===== config.mk =====
export PLATFORM = sky130hd
export DESIGN_NAME = stride_ctrl_flat
export DESIGN_NICKNAME = d
export VERILOG_FILES = /design/src/rtl/stride_ctrl_pkg.sv /design/src/rtl/stride_ctrl_if.sv /design/src/rtl/stride_ctrl_fsm.sv /design/src/rtl/stride_ctrl.sv /design/src/flat_wrapper.sv
export SDC_FILE = /design/constraint.sdc
export NUM_CORES = 1
export LEC_CHECK = 0
export CORE_ASPECT_RATIO = 0.8
export CORE_MARGIN = 1
export CORE_UTILIZATION = 45
export CTS_CLUSTER_SIZE = 14
export DETAILED_ROUTE_END_ITERATION = 16
export PLACE_DENSITY = 0.8
export REMOVE_ABC_BUFFERS = 1
export SETUP_SLACK_MARGIN = 0.1
export SLEW_MARGIN = 40
export SYNTH_ARGS = -nofsm -noshare
export SYNTH_HDL_FRONTEND = slang
export SYNTH_SLANG_ARGS = --single-unit

===== constraint.sdc =====
create_clock -name clk -period 1.9 [get_ports clk]
set_input_delay 0.19 -clock clk [delete_from_list [all_inputs] [get_ports clk]]
set_output_delay 0.19 -clock clk [all_outputs]
set_load 0.03 [all_outputs]

===== src/rtl/stride_ctrl_pkg.sv =====
// rtl/stride_ctrl_pkg.sv - shared state encoding and sweep-end helper for stride_ctrl
package stride_ctrl_pkg;

    typedef enum logic [2:0] {
        ST_IDLE  = 3'd0,
        ST_CLEAR = 3'd1,
        ST_RUN   = 3'd2,
        ST_WRAP  = 3'd3,
        ST_FIN   = 3'd4
    } state_t;

    // Last counter position of a sweep: all-ones at the given width.
    function automatic logic [31:0] pos_last(input int unsigned width);
        return (32'd1 << width) - 32'd1;
    endfunction

endpackage


===== src/rtl/stride_ctrl_if.sv =====
// rtl/stride_ctrl_if.sv - command, source/destination handshake and counter-side signals of stride_ctrl
interface stride_ctrl_if;

    logic       start;
    logic       src_valid;
    logic       src_pair;
    logic       dst_ready;
    logic       co_in;
    logic       cnt_en1;
    logic       cnt_en2;
    logic       cnt_clr;
    logic       busy;
    logic       done;
    logic [7:0] pass_idx;
    logic       err;

    modport master (
        output start, src_valid, src_pair, dst_ready, co_in,
        input  cnt_en1, cnt_en2, cnt_clr, busy, done, pass_idx, err
    );

    modport slave (
        input  start, src_valid, src_pair, dst_ready, co_in,
        output cnt_en1, cnt_en2, cnt_clr, busy, done, pass_idx, err
    );

endinterface


===== src/rtl/stride_ctrl_fsm.sv =====
// rtl/stride_ctrl_fsm.sv - sweep sequencer state register with registered clear/busy/done
module stride_ctrl_fsm
    import stride_ctrl_pkg::*;
(
    input  logic   clk,
    input  logic   rst,
    input  logic   start,
    input  logic   at_last,
    input  logic   last_pass,
    output state_t state,
    output logic   cnt_clr,
    output logic   busy,
    output logic   done
);

    always_ff @(posedge clk or posedge rst) begin
        if (rst) begin
            state   <= ST_IDLE;
            cnt_clr <= 1'b0;
            busy    <= 1'b0;
            done    <= 1'b0;
        end else begin
            cnt_clr <= 1'b0;
            done    <= 1'b0;
            case (state)
                ST_IDLE: begin
                    if (start) begin
                        state   <= ST_CLEAR;
                        cnt_clr <= 1'b1;
                        busy    <= 1'b1;
                    end
                end
                ST_CLEAR: state <= ST_RUN;
                ST_RUN: begin
                    if (at_last) state <= ST_WRAP;
                end
                ST_WRAP: begin
                    // Outputs are registered, so they are set on the edge entering their state.
                    if (last_pass) begin
                        state <= ST_FIN;
                        done  <= 1'b1;
                    end else begin
                        state   <= ST_CLEAR;
                        cnt_clr <= 1'b1;
                    end
                end
                ST_FIN: begin
                    state <= ST_IDLE;
                    busy  <= 1'b0;
                end
                default: begin
                    state <= ST_IDLE;
                    busy  <= 1'b0;
                end
            endcase
        end
    end

endmodule


===== src/rtl/stride_ctrl.sv =====
// rtl/stride_ctrl.sv - +1/+2 enable generator and multi-sweep sequencer for the dual-stride counter
// Optional co/shadow-position consistency check built when STRIDE_CTRL_CHECK_EN is defined.
module stride_ctrl
    import stride_ctrl_pkg::*;
#(
    parameter int WIDTH  = 4,
    parameter int PASSES = 2
) (
    input  logic         clk,
    input  logic         rst,
    stride_ctrl_if.slave bus
);

    localparam logic [WIDTH-1:0] LAST    = WIDTH'(pos_last(WIDTH));
    localparam logic [WIDTH-1:0] LAST_M2 = LAST - WIDTH'(2);
    localparam logic [7:0]       PASS_END = 8'(PASSES - 1);

    state_t           state;
    logic [WIDTH-1:0] pos;
    logic [7:0]       pass_idx;
    logic             at_last;
    logic             last_pass;
    logic             xfer;
    logic             take2;

    assign at_last   = (pos == LAST);
    assign last_pass = (pass_idx == PASS_END);

    // pos tracks the counter; a +2 is only allowed when it cannot overshoot all-ones.
    assign xfer  = (state == ST_RUN) && !at_last && bus.src_valid && bus.dst_ready;
    assign take2 = xfer && bus.src_pair && (pos <= LAST_M2);

    assign bus.cnt_en2  = take2;
    assign bus.cnt_en1  = xfer && !take2;
    assign bus.pass_idx = pass_idx;

    stride_ctrl_fsm u_fsm (
        .clk       (clk),
        .rst       (rst),
        .start     (bus.start),
        .at_last   (at_last),
        .last_pass (last_pass),
        .state     (state),
        .cnt_clr   (bus.cnt_clr),
        .busy      (bus.busy),
        .done      (bus.done)
    );

    always_ff @(posedge clk or posedge rst) begin
        if (rst) begin
            pos <= '0;
        end else if (state == ST_CLEAR) begin
            pos <= '0;
        end else if (take2) begin
            pos <= pos + WIDTH'(2);
        end else if (xfer) begin
            pos <= pos + WIDTH'(1);
        end
    end

    always_ff @(posedge clk or posedge rst) begin
        if (rst) begin
            pass_idx <= '0;
        end else if (state == ST_WRAP && !last_pass) begin
            pass_idx <= pass_idx + 8'd1;
        end else if (state == ST_FIN) begin
            pass_idx <= '0;
        end
    end

`ifdef STRIDE_CTRL_CHECK_EN
    logic err_q;

    always_ff @(posedge clk or posedge rst) begin
        if (rst) begin
            err_q <= 1'b0;
        end else if ((state == ST_RUN || state == ST_WRAP) && (bus.co_in != at_last)) begin
            err_q <= 1'b1;
        end
    end

    assign bus.err = err_q;
`else
    logic unused_co;
    assign unused_co = bus.co_in;
    assign bus.err   = 1'b0;
`endif

endmodule


===== src/flat_wrapper.sv =====
// flat-port wrapper written by rule: the top's interface ports become plain ports
module stride_ctrl_flat import stride_ctrl_pkg::*;
#(
    parameter int WIDTH  = 4,
    parameter int PASSES = 2
)
  (clk, rst, bus_start, bus_src_valid, bus_src_pair, bus_dst_ready, bus_co_in, bus_cnt_en1, bus_cnt_en2, bus_cnt_clr, bus_busy, bus_done, bus_pass_idx, bus_err);
  stride_ctrl_if bus_i ();
  input  logic clk;
  input  logic rst;
  input wire logic [$bits(bus_i.start)-1:0] bus_start;
  input wire logic [$bits(bus_i.src_valid)-1:0] bus_src_valid;
  input wire logic [$bits(bus_i.src_pair)-1:0] bus_src_pair;
  input wire logic [$bits(bus_i.dst_ready)-1:0] bus_dst_ready;
  input wire logic [$bits(bus_i.co_in)-1:0] bus_co_in;
  output wire logic [$bits(bus_i.cnt_en1)-1:0] bus_cnt_en1;
  output wire logic [$bits(bus_i.cnt_en2)-1:0] bus_cnt_en2;
  output wire logic [$bits(bus_i.cnt_clr)-1:0] bus_cnt_clr;
  output wire logic [$bits(bus_i.busy)-1:0] bus_busy;
  output wire logic [$bits(bus_i.done)-1:0] bus_done;
  output wire logic [$bits(bus_i.pass_idx)-1:0] bus_pass_idx;
  output wire logic [$bits(bus_i.err)-1:0] bus_err;
  assign bus_i.start = bus_start;
  assign bus_i.src_valid = bus_src_valid;
  assign bus_i.src_pair = bus_src_pair;
  assign bus_i.dst_ready = bus_dst_ready;
  assign bus_i.co_in = bus_co_in;
  assign bus_cnt_en1 = bus_i.cnt_en1;
  assign bus_cnt_en2 = bus_i.cnt_en2;
  assign bus_cnt_clr = bus_i.cnt_clr;
  assign bus_busy = bus_i.busy;
  assign bus_done = bus_i.done;
  assign bus_pass_idx = bus_i.pass_idx;
  assign bus_err = bus_i.err;
  stride_ctrl #(.WIDTH(WIDTH), .PASSES(PASSES)) u_core (.clk(clk), .rst(rst), .bus(bus_i));
endmodule

* Word-level counts from Yosys, hierarchy flattened *
Cells that the tools add are included.
Widths: inputs -> output; s select.

storage, ports and cells
  flip-flop bits (word level) = 18
  output and inout port bits = 14
  input port bits = 7

operators by class
  $lt $le $gt $ge = 1
  mux-type cells = 16
  equal/unequal tests = 8
  bitwise operators = 1
  add/sub/neg operators = 3
  reductions and logical operators = 16

operators with widths
  kind                 number
  $mux 8               2
  $mux 4               3
  $pmux 3 s4           1
  $mux 3               3
  $add 8x1->8 const B  1
  $eq 8x1->1 const B   1
  $logic_and 1x1->1    7
  $eq 3x2->1 const B   2
  $mux 1               5
  $add 4x1->4 const B  1
  $add 4x2->4 const B  1
  $eq 4x4->1 const B   1
  $le 4x4->1 const B   1
  $pmux 1 s2           2
  $reduce_and 2->1     2
  $eq 3x1->1 const B   1
  $eq 3x3->1 const B   1
  $logic_not 1->1      3
  $logic_not 3->1      1
  $reduce_bool 3->1    1
  $reduce_or 3->1      1
  $ne 2x1->1 const B   1
  $ne 2x2->1 const B   1
  $reduce_bool 2->1    1
  $not 1->1            1

* Longest topological paths before layout *
Gate-level depths: netlist of run 1.

  depth after elaboration = 9
  depth in mapped cells = 6

* By module *
Synthesis of run 1 repeated with hierarchy kept, for this count alone.

unflattened totals
  cell total of the unflattened synthesis = 105
  area, all modules = 1071.0 um^2

modules (own cells, without submodules)
  module           cells each  times used  sequential area each (um^2)  area an instance (um^2)
  stride_ctrl      84          1           300.3                        830.8
  stride_ctrl_fsm  21          1           150.1                        240.2

* Worst setup path after synthesis of run 1 *
Ideal clock, no wire load.

  path kind = register to register
  start point = reg u_core.u_fsm.state[2]
  end point = reg u_core.pos[0]
  cell stages (with the launch flop) = 7
  setup slack = -0.213 ns
  path buffers = 2
  library setup time = 0.150 ns
  clock period less this slack = 2.113 ns
  data arrival time = 1.963 ns
  cells stage by stage = dfrtp_1 -> clkbuf_2 -> or3b_4 -> or3_1 -> clkbuf_2 -> nor2_1 -> o21ai_0

between the ends
  cells in the longest elaborated chain, start to end = 8
  elaborated cells between the ends (all ways) = 10

ends and longest elaborated chain
  item                            line                   RTL
  start: declaration              stride_ctrl_fsm.sv:10  output state_t state,
  start signal: assignment        stride_ctrl_fsm.sv:18  state <= ST_IDLE;
  start signal: assignment        stride_ctrl_fsm.sv:28  state <= ST_CLEAR;
  start signal: assignment        stride_ctrl_fsm.sv:33  ST_CLEAR: state <= ST_RUN;
  $eq 3x2->1                      stride_ctrl.sv:30      assign xfer = (state == ST_RUN) && !at_last && bus.src_valid && bus.dst_ready;
  $logic_and 1x1->1 (3 in a row)  stride_ctrl.sv:30
  $logic_and 1x1->1 (2 in a row)  stride_ctrl.sv:31      assign take2 = xfer && bus.src_pair && (pos <= LAST_M2);
  $mux 4                          stride_ctrl.sv:54      end else if (take2) begin
  $mux 4                          stride_ctrl.sv:52      end else if (state == ST_CLEAR) begin
  end signal: assignment          stride_ctrl.sv:55      pos <= pos + WIDTH'(2);
  end signal: assignment          stride_ctrl.sv:57      pos <= pos + WIDTH'(1);
  end: declaration                stride_ctrl.sv:19      logic [WIDTH-1:0] pos;

Parallel ways exist; a longest one is shown, timed or not.
A chain may end at the register's enable or synchronous reset.

* Worst setup path after layout of run 1 *
  start point = reg u_core.u_fsm.state[2]
  end point = out bus_cnt_en1

between the ends
  cells in the longest elaborated chain, start to end = 8

ends and longest elaborated chain
  item                              line                RTL
  $eq 3x2->1 *                      stride_ctrl.sv:30
  $logic_and 1x1->1 * (3 in a row)  stride_ctrl.sv:30
  $logic_and 1x1->1 (2 in a row)    stride_ctrl.sv:31
  $logic_not 1->1                   stride_ctrl.sv:34   assign bus.cnt_en1 = xfer && !take2;
  $logic_and 1x1->1 *               stride_ctrl.sv:34
  end: declaration                  flat_wrapper.sv:16  output wire logic [$bits(bus_i.cnt_en1)-1:0] bus_cnt_en1;

Every way passes the cells marked *; elsewhere a longest branch is shown, timed or not.

==> results of run 1 <==
repair_timing:
action / in CTS / in global routing
buffers inserted: 5 / 4
hold buffers: 0 / 0
endpoints found under the setup margin: 5 / 7
pin swaps: 4 / 4
resized for setup: 9 / 7
logic make-up (layout without fill, tap and decap cells):
family / count (synthesis) / after routing / share of synthesized area
flops: 18 / 18 / 0.4455
compound gates: 23 / 23 / 0.1560
mux: 3 / 3 / 0.02970
fa+ha+maj: 6 / 6 / 0.07426
simple gates: 47 / 47 / 0.2426
other cells: 1 / 1 / 0.003709
xor+xnor: 1 / 1 / 0.008665
buf+inv: 9 / 46 / 0.03961
worst max-delay path, cell delays in order, from the launching register on:
cell and delay [ps]:
dfrtp_1 390, or3b_4 400, or3_4 410, nor2_4 140
buf_6 140
final timing paths:
kind / startpoint / to / slack (ps) / cells past startpoint
setup / recovery: u_core.u_fsm.state[2] / bus_cnt_en1 / -70 / 4
hold / removal: rst / u_core.pos[3] / 280 / 2
setup reg to reg: u_core.u_fsm.state[2] / u_core.pos[2] / 0 / 6
hold reg to reg: u_core.u_fsm.busy / u_core.u_fsm.busy / 520 / 2
max in group asynchronous: rst / u_core.bus.pass_idx[2] / 1180 / 2
min in group clk: bus_start / u_core.u_fsm.cnt_clr / 510 / 3
power by group:
| part | leakage [nW] | internal [mW] | total, mW | switching [mW] |
|---|---|---|---|---|
| Combinational | 0.412 | 0.491 | 1.05 | 0.555 |
| Sequential | 0.237 | 0.484 | 0.548 | 0.0643 |
| Clock | 0.0138 | 0.0739 | 0.190 | 0.116 |
| Total | 0.663 | 1.05 | 1.78 | 0.735 |
per-layer routing:
metal	part of all wire	track usage	up-vias
li1	-	-	464
met1	0.44	0.2786	446
met2	0.48	0.3880	36
met3	0.058	0.08935	8
met4	0.024	0.06500	0
met5	0	0	-
layout make-up:
| class | count | area share |
|---|---|---|
| sequential | 18 | 0.3128 |
| clock buffer | 3 | 0.01564 |
| multi-input combinational | 81 | 0.4066 |
| timing repair buffer | 37 | 0.2285 |
| tap | 24 | 0.02085 |
| inverter | 6 | 0.01564 |
cells in the mapped netlist (all sizes together):
library cell / n / share of area
buf: 1 / 0.0074
nor4b: 1 / 0.0087
conb: 1 / 0.0037
xnor2: 1 / 0.0087
nor3b: 3 / 0.022
o21ai: 5 / 0.025
nand2: 9 / 0.033
o211ai: 1 / 0.0074
inv: 6 / 0.022
dfrtp: 18 / 0.45
a221o: 1 / 0.0099
nand3b: 1 / 0.0074
and3: 4 / 0.025
o31a: 1 / 0.0087
or4: 1 / 0.0074
a211oi: 1 / 0.0074
a21o: 1 / 0.0074
o21bai: 1 / 0.0074
or3b: 2 / 0.020
o31ai: 3 / 0.022
ha: 6 / 0.074
o2bb2ai: 1 / 0.0087
a21oi: 4 / 0.020
nor2: 11 / 0.041
nor3: 4 / 0.020
clkbuf: 2 / 0.0099
o22ai: 1 / 0.0062
nand3: 8 / 0.040
or3: 2 / 0.012
nor4: 1 / 0.0062
mux2i: 3 / 0.030
a211o: 3 / 0.026
flip-flops by register name, indices dropped and copies added, names as in the netlist:
signal / count
u_core.u_fsm.state: 3
u_core.u_fsm.busy: 1
u_core.u_fsm.cnt_clr: 1
u_core.u_fsm.done: 1
u_core.bus.pass_idx: 8
u_core.pos: 4
stage by stage:
stage	setup slack (ps)	util	hold slack, ps	area (µm²)	cells
finish	-70.88	0.7212	279.7	1440	169
CTS	-55.43	0.6867	314.8	1371	165
detailed placement	54.60	0.6378	493.8	1274	157
floorplan	-162.5	-	128.6	993.5	105
global route	-128.1	0.7212	358.8	1440	169
global placement	90.42	0.6378	478.1	1274	157
==> flow_summary_export.csv, run 1 <==
group,metric,value,unit
final_layout,final_cell_mix,"buf_4, dfrtp_1, clkdlybuf4s50_1, nor2_1, nand2_1",
critical_path,worstSetupPathType,"reg2out",
drt,drtIter0Drc,16,
logic_synthesis,ys_warn_count,0,
clock_network,cts-root-buf,"clkbuf_4",
clock_network,cts_max_level,1,
final_layout,fin_nets,160,
clock_network,cts_tree,"built",
final_layout,multi_input_area,585.6,µm²
run_status,violations,"setup timing",
logic_synthesis,seq_area_frac_synth,0.4455,
logic_synthesis,ys_types,33,
logic_synthesis,ys_seq_elements,18,
grt,grt_pass1_vias,938,
final_layout,seqCellArea,450.4,µm²
timing,setup_tns,-100.8,ps
final_layout,filler_cell_count,150,
timing,hold_viol_final,0,
critical_path,path_max_fanout,3,
timing,clock_skew,6.144,ps
placed_design,port_buffers,18,
timing,max_freq,507.4,MHz
grt,grt-ovfl-total,0,
timing,period_minus_slack,1971,ps
drt,wl_per_cell,14.44,µm
clock_network,insertion_delay,290,ps
logic_synthesis,syn-instance-count,108,
final_layout,areaGrowthSynthToFinish,42.45,%
critical_path,crit_required,1710,ps
critical_path,start_kind,"flop",
timing,post-route-period-util,1.037,
drt,routed_wl,2441,µm
drt,drt-pass1-iter-count,4,
timing,rsz0062_at_grt,"yes",
power,p_leak,0.6629,nW
job,drv_cap,0,
logic_synthesis,avgSynthCellArea,9.361,µm²
clock_network,path_clk_slew,100,ps
timing,setup_viol,2,
die,die_h,44.40,µm
run_status,outcome,"finished with violations",
timing,setup_slack,-70.88,ps
power,peakVddDrop,0.8736,mV
timing,slew_viol_final,0,
clock_network,cts_num_sinks,18,
die,io_pins,21,
final_layout,antenna_cells,0,
timing,worst_pin_slew,677.4,ps
power,total_power,1.784,mW
logic_synthesis,netlist_area,1011,µm²
clock_network,cts_buffer_depth,2,
die,std_cell_rows,14,
placed_design,place_hpwl,1667,µm
power,p_per_area,1239,nW/µm²
grt,grt_antenna_before_repair,0,
drt,vias,954,
hold_path,hold_class,"in2async",
critical_path,end_kind,"output port",
critical_path,cp.arrival,1780,ps
die,start_util,0.5063,
grt,grt_pass1_wl,3960,µm
drt,ant_nets,0,
final_layout,drive_gt1_frac,0.2483,
grt,grt_max_degree,19,
die,core_area,1997,µm²
timing,slew_headroom,0.5479,
clock_network,cts_buffers,3,
drt,drt-vias-per-instance,5.645,
drt,drc_errors,0,
placed_design,gp_congestion,0.9720,
die,die_area,2441,µm²
grt,track_usage,0.2332,
die,die_w,54.99,µm
No activity file was read; power rests on OpenSTA's default activity.
==> inputs of run 2 (changes only) <==
CTS_CLUSTER_DIAMETER = 200   (was unset)
PLACE_DENSITY = 0.74   (was 0.8)
==> flow_summary_export.csv, run 2 (synthesized netlist as in run 1, its figures left out) <==
group,metric,value,unit
run_status,violations,"setup timing",
critical_path,critPathLaunch,"u_core.u_fsm.state[2]",
drt,ant_nets,0,
critical_path,start_kind,"flop",
timing,period_minus_slack,1978,ps
drt,drt-vias-per-instance,5.714,
critical_path,path_max_fanout,4,
power,peakVddDrop,0.9871,mV
job,drv_cap,0,
power,swShare,0.4070,
critical_path,end_kind,"output port",
critical_path,reg2reg_depth,6,
placed_design,dp.cells,157,
clock_network,cts_num_sinks,18,
grt,grt-ovfl-total,0,
hold_path,hold_class,"in2async",
grt,grt_max_degree,19,
final_layout,final_common_cell,"dfrtp_1",
final_layout,final_cell_mix,"dfrtp_1, buf_4, clkdlybuf4s50_1, nor2_1, nand2_1",
final_layout,fin_nets,158,
die,std_cell_rows,14,
run_status,outcome,"finished with violations",
critical_path,r2r_start,"u_core.u_fsm.state[2]",
timing,slew_viol_final,0,
drt,drc_errors,0,
timing,slew_headroom,0.5384,
final_layout,drive_gt1_frac,0.2569,
critical_path,rrSetupSlack,-50,ps
final_layout,filler_cell_count,161,
placed_design,gp_congestion,0.8830,
grt,grt_pass1_vias,937,
drt,routed_wl,2533,µm
final_layout,top_register,"u_core.bus.pass_idx",
power,pwr-share-clk,0.129,
grt,track_usage,0.2427,
final_layout,largest_reg_flops,8,
die,die_h,44.40,µm
critical_path,r2r_end,"u_core.pos[3]",
power,seq_power_share,0.300,
timing,setup_viol,3,
final_layout,fin_cells,168,
timing,setup_slack,-78.45,ps
placed_design,post-place-ws,15.22,ps
final_layout,multi_input_area,595.6,µm²
drt,drtIter0Drc,46,
power,p_leak,0.6633,nW
power,p_per_area,1282,nW/µm²
final_layout,top_regs,"u_core.bus.pass_idx (8), u_core.pos (4), u_core.u_fsm.state (3)",
critical_path,cp.arrival,1790,ps
critical_path,worstSetupPathType,"reg2out",
grt,grt_pass1_wl,4133,µm
drt,wl_per_cell,15.08,µm
timing,setup_tns,-197.6,ps
timing,hold_viol_final,0,
timing,rsz0062_at_grt,"yes",
clock_network,cts_max_level,1,
clock_network,cts_buffer_depth,2,
placed_design,port_buffers,18,
power,combPwrFrac,0.571,
power,p_int,1.099,mW
die,core_area,1997,µm²
final_layout,antenna_cells,0,
final_layout,seqCellArea,450.4,µm²
die,start_util,0.5063,
final_layout,areaGrowthSynthToFinish,42.95,%
placed_design,place_hpwl,1707,µm
timing,max_freq,505.4,MHz
clock_network,insertion_delay,300,ps
timing,post-route-period-util,1.041,
critical_path,crit_required,1710,ps
die,io_pins,21,
clock_network,cts_buffers,3,
clock_network,path_clk_slew,100,ps
power,p_switching,0.7539,mW
die,die_w,54.99,µm
clock_network,cts-root-buf,"clkbuf_4",
drt,vias,960,
clock_network,hold_buffers,0,
die,die_area,2441,µm²
clock_network,cts_tree,"built",
drt,drt-pass1-iter-count,4,
timing,whs,285.5,ps
timing,worst_pin_slew,691.6,ps
grt,grt_antenna_before_repair,0,
timing,clock_skew,6.887,ps
[run 2: how the worst max path moves through the flow]
stage | endpoint | depth (start not counted)
after floorplan | u_core.pos[0] | 5
after global placement | u_core.bus.pass_idx[5] | 7
after detailed placement | u_core.bus.pass_idx[5] | 7
after CTS | bus_cnt_en2 | 4
after global routing | bus_cnt_en2 | 4
final | bus_cnt_en2 | 4
[run 2: cell type report]
| class | count | share of cell area |
|---|---|---|
| multi-input cells | 81 | 0.4121 |
| repair buffers | 35 | 0.2147 |
| clock buffers | 4 | 0.02511 |
| flip-flops and latches | 18 | 0.3117 |
| inverters | 6 | 0.01558 |
| well taps | 24 | 0.02078 |
[run 2: worst max-delay path, cell delays in order (launching register included)]
cell     delay (ps)
dfrtp_1         400
or3b_4          410
or3_4           420
nor2_1          100
buf_4           160
[run 2: stage by stage]
stage | utilization | instance area, µm² | total power [mW]
floorplan | - | 993.5 | 1.069
global placement | 0.6378 | 1274 | 1.407
detailed placement | 0.6378 | 1274 | 1.444
CTS | 0.6999 | 1398 | 1.776
global route | 0.7237 | 1445 | 1.978
finish | 0.7237 | 1445 | 1.852
[run 2: metal layers]
layer / global-route usage / share of wire
met2: 0.3928 / 0.49
met1: 0.3232 / 0.45
met3: 0.07216 / 0.050
met4: 0.04500 / 0.0055
met5: 0 / 0
[run 2: repair_timing]
item                                    4_1_cts  5_1_grt
buffers inserted                              6        1
hold endpoints to repair                      0        0
endpoints found under the setup margin        8        9
resized for setup                             9        8
pin swaps                                     4        3
[run 2: power groups by stage]
stage | registers [mW] | clock network, mW | logic, mW
5_1_grt | 0.567 | 0.263 | 1.15
6_report | 0.556 | 0.238 | 1.06
2_1_floorplan | 0.682 | 0 | 0.388
4_1_cts | 0.551 | 0.246 | 0.979
3_5_place_dp | 0.564 | 0 | 0.880
3_3_place_gp | 0.557 | 0 | 0.850
==> inputs of run 3 (changes only) <==
PLACE_DENSITY = 0.79   (was 0.74)
==> flow_summary_export.csv, run 3 (synthesized netlist as in run 1, its figures left out) <==
group,metric,value,unit
final_layout,fin_cells,169,
drt,wl_per_cell,15.91,µm
clock_network,insertion_delay,290,ps
timing,rsz0062_at_grt,"yes",
final_layout,final_cell_mix,"buf_4, dfrtp_1, clkdlybuf4s50_1, nor2_1, nand2_1",
final_layout,antenna_cells,0,
clock_network,cts_buffers,3,
die,std_cell_rows,14,
final_layout,largest_reg_flops,8,
critical_path,end_kind,"output port",
timing,slew_headroom,0.5440,
clock_network,path_clk_slew,100,ps
critical_path,critPathLaunch,"u_core.u_fsm.state[2]",
drt,ant_nets,0,
final_layout,fin_util,0.7375,
clock_network,cts-root-buf,"clkbuf_4",
timing,clock_skew,4.704,ps
final_layout,filler_cell_count,137,
grt,track_usage,0.2390,
timing,hold_viol_final,0,
job,drv_cap,0,
power,p_leak,0.6667,nW
die,die_area,2441,µm²
die,die_h,44.40,µm
run_status,violations,"setup timing",
critical_path,worstSetupPathType,"reg2out",
timing,max_freq,503.7,MHz
drt,drt-pass1-iter-count,4,
timing,setup_viol,3,
clock_network,cts_num_sinks,18,
clock_network,hold_buffers,0,
clock_network,cts_max_level,1,
placed_design,dp.cells,158,
final_layout,top_register,"u_core.bus.pass_idx",
placed_design,place_hpwl,1605,µm
grt,grt_antenna_before_repair,0,
grt,grt_pass1_wl,4029,µm
final_layout,top_regs,"u_core.bus.pass_idx (8), u_core.pos (4), u_core.u_fsm.state (3)",
final_layout,areaGrowthSynthToFinish,45.67,%
placed_design,port_buffers,18,
placed_design,placed_area,1281,µm²
run_status,outcome,"finished with violations",
placed_design,gp_congestion,0.9903,
grt,grt-ovfl-total,0,
critical_path,crit_required,1710,ps
timing,setup_slack,-85.28,ps
grt,grt_max_degree,19,
drt,drc_errors,0,
critical_path,start_kind,"flop",
power,p_per_area,1274,nW/µm²
die,core_area,1997,µm²
drt,vias,965,
timing,post-route-period-util,1.045,
drt,drt-vias-per-instance,5.710,
hold_path,hold_class,"in2async",
clock_network,cts_tree,"built",
final_layout,drive_gt1_frac,0.2621,
critical_path,cp.arrival,1800,ps
timing,whs,291.1,ps
timing,period_minus_slack,1985,ps
clock_network,cts_buffer_depth,2,
drt,routed_wl,2688,µm
die,start_util,0.5063,
die,die_w,54.99,µm
critical_path,path_max_fanout,4,
critical_path,r2r_start,"u_core.u_fsm.state[2]",
critical_path,reg2reg_depth,6,
timing,worst_pin_slew,683.2,ps
final_layout,fin_nets,160,
grt,grt_pass1_vias,875,
final_layout,final_area,1473,µm²
die,io_pins,21,
power,peakVddDrop,0.8668,mV
drt,drtIter0Drc,22,
power,total_power,1.876,mW
timing,slew_viol_final,0,
[run 3: final timing paths]
kind | to | slack (ps)
max | bus_cnt_en2 | -90
min | u_core.bus.pass_idx[5] | 290
max reg2reg | u_core.pos[2] | -20
min reg2reg | u_core.u_fsm.busy | 520
max in group asynchronous | u_core.bus.pass_idx[4] | 1170
min in group clk | u_core.u_fsm.cnt_clr | 510
[run 3: final cells by class]
cell class / count / area, µm² / share of cell area
inverters: 6 / 22.52 / 0.01529
multi-input cells: 81 / 618.1 / 0.4197
well taps: 24 / 30.03 / 0.02039
flip-flops and latches: 18 / 450.4 / 0.3059
repair buffers: 37 / 329.1 / 0.2235
clock buffers: 3 / 22.52 / 0.01529
[run 3: worst max-delay path, cell delays in order (launching register included)]
cell and delay [ps]:
dfrtp_1 410, or3b_4 410, or3_4 420, nor2_1 100
buf_4 160
[run 3: layer usage]
layer | up-vias | wire, µm | global-route usage
met5 | - | 0 | 0
met4 | 0 | 25 | 0.05500
li1 | 463 | - | -
met1 | 464 | 1203 | 0.3247
met3 | 4 | 152 | 0.07904
met2 | 34 | 1306 | 0.3687
[run 3: per-stage QoR]
step,setup TNS (ps),worst slack [ps]
after floorplan,-222.1,-162.5
after detailed placement,0,30.05
after CTS,-117.2,-66.96
final,-180.5,-85.28
after global placement,0,90.46
after global routing,-292.4,-137.4
[run 3: power breakdown]
part           internal, mW  total (mW)  switching, mW  leakage [nW]
clock                0.0738       0.188          0.114        0.0138
sequential            0.484       0.553         0.0695         0.237
combinational         0.519        1.14          0.617         0.416
total                  1.08        1.88          0.800         0.667
[run 3: repair_timing]
action	CTS	global route
resized for setup	9	12
pin swaps	4	3
setup buffers	5	4
setup endpoints to repair	5	7
